[config.mk]
export PLATFORM = sky130hd
export DESIGN_NAME = binary_maxpool_2x2
export DESIGN_NICKNAME = d
export VERILOG_FILES = /design/src/rtl/binary_maxpool_2x2.sv
export SDC_FILE = /design/constraint.sdc
export NUM_CORES = 1
export LEC_CHECK = 0
export BUFFER_PORTS_ARGS = -buffer_cell sky130_fd_sc_hd__buf_2
export CORE_ASPECT_RATIO = 0.7
export CORE_UTILIZATION = 50
export DETAILED_ROUTE_END_ITERATION = 16
export PLACE_DENSITY_LB_ADDON = 0.2
export RECOVER_POWER = 100
export SLEW_MARGIN = 0
export SYNTH_ARGS = -nofsm -noshare
export SYNTH_HDL_FRONTEND = slang
export SYNTH_SLANG_ARGS = --single-unit
[constraint.sdc]
create_clock -name clk -period 2.3 [get_ports clk]
set_input_delay 0.345 -clock clk [delete_from_list [all_inputs] [get_ports clk]]
set_output_delay 0.345 -clock clk [all_outputs]
set_load 0.01 [all_outputs]
[src/rtl/binary_maxpool_2x2.sv]
// binary_maxpool_2x2: streams binary convolution result images from the
// result SRAM and writes a 2x2 stride-2 OR-pooled image list (header plus
// rows) to the pooled SRAM, under a run/busy handshake.
module binary_maxpool_2x2 (
  input  logic        clk,
  input  logic        reset_b,
  input  logic        dut_run,
  output logic        dut_busy,
  output logic [11:0] pool_sram_read_address,
  input  logic [15:0] sram_pool_read_data,
  output logic [11:0] pool_sram_write_address,
  output logic [15:0] pool_sram_write_data,
  output logic        pool_sram_write_enable
);

  // S_HDR and S_ROWS together form the streaming phase; no read bubbles
  // are inserted when moving between them.
  typedef enum logic [1:0] {
    S_IDLE,
    S_HDR,
    S_ROWS,
    S_FLUSH
  } state_t;

  state_t      state;
  logic        data_valid;   // read data holds a word of the list this cycle
  logic [3:0]  dim;          // current image width D
  logic [3:0]  rows_left;    // rows of the current image still to arrive
  logic        odd_row;      // next row is the second of a pair
  logic [15:0] held_row;     // first row of the current pair, already masked

  logic        header_legal;
  logic [15:0] row_mask;
  logic [15:0] row_masked;
  logic [15:0] pair_or;
  logic [15:0] pooled;

  // Header legality, row masking to D bits and horizontal OR of the row pair
  always_comb begin
    header_legal = (sram_pool_read_data == 16'd8)  ||
                   (sram_pool_read_data == 16'd10) ||
                   (sram_pool_read_data == 16'd14);
    row_mask = '0;
    for (int unsigned i = 0; i < 16; i++) begin
      if (i < 32'(dim)) row_mask[i] = 1'b1;
    end
    row_masked = sram_pool_read_data & row_mask;
    pair_or    = held_row | row_masked;
    // Bits j >= P pick up only masked-off positions, so they come out 0.
    pooled = '0;
    for (int unsigned j = 0; j < 8; j++) begin
      pooled[j] = pair_or[2*j] | pair_or[2*j+1];
    end
  end

  // Control FSM with registered SRAM addresses, write strobe and busy
  always_ff @(posedge clk or negedge reset_b) begin
    if (!reset_b) begin
      state                   <= S_IDLE;
      data_valid              <= 1'b0;
      dim                     <= '0;
      rows_left               <= '0;
      odd_row                 <= 1'b0;
      held_row                <= '0;
      dut_busy                <= 1'b0;
      pool_sram_read_address  <= '0;
      pool_sram_write_address <= '0;
      pool_sram_write_data    <= '0;
      pool_sram_write_enable  <= 1'b0;
    end else begin
      pool_sram_write_enable <= 1'b0;
      if (pool_sram_write_enable)
        pool_sram_write_address <= pool_sram_write_address + 12'd1;

      case (state)
        S_IDLE: begin
          if (dut_run) begin
            state                   <= S_HDR;
            dut_busy                <= 1'b1;
            data_valid              <= 1'b0;
            pool_sram_read_address  <= '0;
            pool_sram_write_address <= '0;
          end
        end

        S_HDR, S_ROWS: begin
          data_valid             <= 1'b1;
          pool_sram_read_address <= pool_sram_read_address + 12'd1;
          if (data_valid) begin
            if (state == S_HDR) begin
              if (header_legal) begin
                dim                    <= sram_pool_read_data[3:0];
                rows_left              <= sram_pool_read_data[3:0];
                odd_row                <= 1'b0;
                pool_sram_write_data   <= {12'h000, sram_pool_read_data[4:1]};
                pool_sram_write_enable <= 1'b1;
                state                  <= S_ROWS;
              end else begin
                pool_sram_write_data   <= 16'h00FF;
                pool_sram_write_enable <= 1'b1;
                pool_sram_read_address <= pool_sram_read_address;
                state                  <= S_FLUSH;
              end
            end else begin
              rows_left <= rows_left - 4'd1;
              if (rows_left == 4'd1) state <= S_HDR;
              if (!odd_row) begin
                held_row <= row_masked;
              end else begin
                pool_sram_write_data   <= pooled;
                pool_sram_write_enable <= 1'b1;
              end
              odd_row <= ~odd_row;
            end
          end
        end

        S_FLUSH: begin
          state                  <= S_IDLE;
          dut_busy               <= 1'b0;
          pool_sram_read_address <= '0;
        end

        default: state <= S_IDLE;
      endcase
    end
  end

endmodule

==> results <==
- The weighted congestion reported at the end of routability-driven placement is 0.877.
- The share of the core filled with cells in the final layout is 62.4%.
- The library cells used most frequently in the layout, excluding fill and tap cells, are dfrtp_1, nand2_1, o21ai_0, clkbuf_1, nor2_1.
- The netlist uses 53 different library cells.
- The endpoint type of the worst setup path is a flop.
- The largest clock skew in the final design is 7.85 ps.
- In the global route stage, overall resource usage came out at 24.7%.
- The measured slew at the worst slew-check pin is 1320 ps.
- Across the VDD grid, the largest voltage drop is 678 uV.
- Detailed routing inserted a total of 2,770 vias.
- In this run the tightest slew margin relative to its limit is roughly an eighth.
- The number of antenna violations at the first check in global routing is 0.
- The die covers about 6700 sq um.
- The starting utilization of the core area is 53.9%.
- After detailed routing, the number of vias per cell comes to around 5.7.
- Cells with a size suffix above 1 make up a little over an eighth of the layout.
- Clock latency on the worst-skew pair, taken at its later pin, is between 300 and 400 ps.
- The total of cells resized after clock tree synthesis is 0.
- The flow ran to the end, and the final reports show no timing, DRC or antenna violations.
- For this run, the leading register cell type out of synthesis is dfrtp_1.
- The total power per unit cell area is 1180 nW/um^2.
- Each instance of the synthesized netlist takes up on average 9.38 sq um.
- The number of cells on the worst reg-to-reg path is 7.
- The number of buffers inserted by port buffering is 52.
- The library cell used most frequently in the layout, excluding fill and tap cells, is dfrtp_1.
- The summed instance area of the synthesized netlist is approximately 3200 sq um.
- Entering global routing, the biggest net connects 31 pins.
- The via count of the first global-routing pass was 2,537.
- The total grt overflow is 0.
- The share of flip-flops with an asynchronous set or reset after synthesis is 100%.
- Summed over all cells, the static leakage comes to approximately 1.7 nW.
- The smallest clock period supported by the final layout is computed as between 2000 and 2500 ps.
- The critical path startpoint category is an input port.
- Of all nets on the critical path, the largest fanout is 6.
- The first global-routing pass estimated 12,600 microns of wire.
- The number of iterations in the first detailed-routing pass is 5.
- In this run the number of H-tree levels came out at 3.
- The y dimension of the die is 68.9 microns.
- The clock-pin slew of the registers on the worst-case setup and hold paths is 70 ps.
- Across all setup checks in the final design, the least slack found is 157 ps.
- The count of final setup violators is 0.
- The worst hold path passes through 3 cells.
- The data required time at the worst endpoint is 2510 ps.
- The final hold violation count is 0.
- In the routed design, unresolved DRC markers number 0.
- The site row count is 23.
- The tree is rooted in a clkbuf_8.
- The detailed router finished its first iteration with between 150 and 200 violations.
- The number of warning messages in the yosys log is 0.
- The remaining antenna violation count is 0.
- The launch point of the critical path is sram_pool_read_data[5].
- For this run, the post-layout net count is about 430.
- Compared with the post-synthesis result, the final layout area differs by 15.6%.
- The width of the die is 97.6 microns.
- In this run the standard cell core region covers 5930 sq um.
- The kind of critical path is in -> reg.
- 0 antenna diodes ended up in the layout.
- Setup repair after global routing left no endpoint under its margin.
- The post-route clock period utilization is slightly above 90%.
- TritonCTS built the clock tree.
- The share of the Yosys chip area taken by registers is 47.7%.
- The pre-CTS setup slack is -35.0 ps.
- Counting flops with a built-in enable in the synthesized netlist gives 0.
- The routed wire length per instance is 15.7 microns.
- The startpoint of the worst-slack reg-to-reg timing path is state[1].
- Timing would allow up to 467 MHz.
- In the synthesized netlist, the number of instances is 341.
- Summed over all nets, the half-perimeter wirelength after detailed placement is 5490 microns.
- The worst hold path begins at sram_pool_read_data[13].
- Counting every sink on the clock net gives 61.
- The I/O pin count is 61.
- Max-cap violations in this run came to 0.
- The max-slew violation count is 0.
- Counting flops and latches in the post-synthesis netlist gives 61.
- In this run the worst hold path is classified as in -> reg.
- The CTS buffer count is 9.
- The overall routed net length is 7540 microns.
- For the worst setup path, the data arrival time is around 2400 ps.
- The number of buffers on the longest clock path is 2.
## cells in the mapped netlist (2+ instances only)
cell type  number  area, sq um
dfrtp_1        61         1530
nand2_1        51          191
o21ai_0        34          170
nor2_1         19         71.3
clkbuf_1       14         52.6
inv_1          11         41.3
a21oi_1        10         50.1
nand3_1         9         45.0
a22o_1          8         70.1
buf_4           8         60.1
nand2b_1        8         50.1
o31ai_1         8         60.1
ha_1            7         87.6
nand4_1         7         43.8
a21o_1          6         45.0
nor3_1          6         30.0
nor4_1          6         37.5
xor2_1          6         52.6
and2_1          5         31.3
o311ai_0        4         35.0
mux2i_1         3         30.0
nor2b_1         3         18.8
o211ai_1        3         22.5
o22ai_1         3         18.8
or3_1           3         18.8
xnor2_1         3         26.3
a211oi_1        2         15.0
a22oi_1         2         15.0
and3_1          2         12.5
mux2_2          2         22.5
mux2_4          2         30.0
o21a_1          2         15.0
o41ai_1         2         17.5
or4_1           2         15.0
## layer usage
metal,vias up,share of wire [%],GRT usage [%]
li1,1335,-,-
met1,1328,51,35.7
met2,92,42,36.0
met3,15,6.5,6.85
met4,0,1.1,7.72
met5,-,0,0
## kinds of logic (layout without fill, tap and decap cells)
kind of cell / count (synthesis) / after routing / share of synthesized area (%)
AND/OR/NAND/NOR: 130 / 130 / 20.8
multiplexers: 7 / 7 / 2.58
XOR/XNOR: 9 / 9 / 2.46
buffers and inverters: 35 / 94 / 5.09
other: 1 / 8 / 0.117
flip-flops: 61 / 61 / 47.7
AO/OA/AOI/OAI: 91 / 91 / 18.5
adder cells (fa/ha/maj): 7 / 7 / 2.74
## layout make-up
type	instances	area (sq um)
repair buffers	67	324
fillers	529	2230
clock buffers	9	124
clock inverters	7	75.1
flip-flops and latches	61	1530
well taps	75	93.8
inverters	11	41.3
multi-input cells	252	1510
## per-stage QoR
stage	std cells	hold slack (ps)	total power, mW	area [sq um]	TNS [ps]
6_report	482	278	4.35	3700	0
5_1_grt	482	278	4.70	3700	0
4_1_cts	482	263	4.42	3770	0
3_5_place_dp	465	364	3.44	3560	-64.9
3_3_place_gp	465	366	3.38	3560	0
2_1_floorplan	348	49.4	2.78	3220	0
## critical path: stages
cell,delay [ps]
buf_2,100
or4_1,560
or4b_1,510
nor3_1,340
clkbuf_2,250
mux2_2,170
o21ai_0,70
## worst paths after layout
path,to,slack (ps)
max in group asynchronous,rows_left[3],380
min reg2reg,held_row[1],480
max,state[0],160
min in group asynchronous,pool_sram_write_data[5],810
min,held_row[13],280
max reg2reg,pool_sram_write_data[4],180
## what timing repair did
item / 4_1_cts / 5_1_grt
hold buffers: 1 / 0
setup buffers: 0 / 0
endpoints found under the hold margin: 21 / 0
endpoints found under the setup margin: 0 / 0
## sequential cells by signal, summed over array words and instances (netlist names)
signal	flops
pool_sram_write_enable	1
state	2
data_valid	1
pool_sram_read_address	12
pool_sram_write_address	12
pool_sram_write_data	8
held_row	15
dim	4
odd_row	1
dut_busy	1
rows_left	4
## report_power, final
part | total [mW] | switching (mW) | internal, mW
sequential | 1.55 | 0.234 | 1.32
combinational | 1.84 | 1.15 | 0.688
clock | 0.960 | 0.458 | 0.503
No activity file was read; power rests on OpenSTA's default activity.
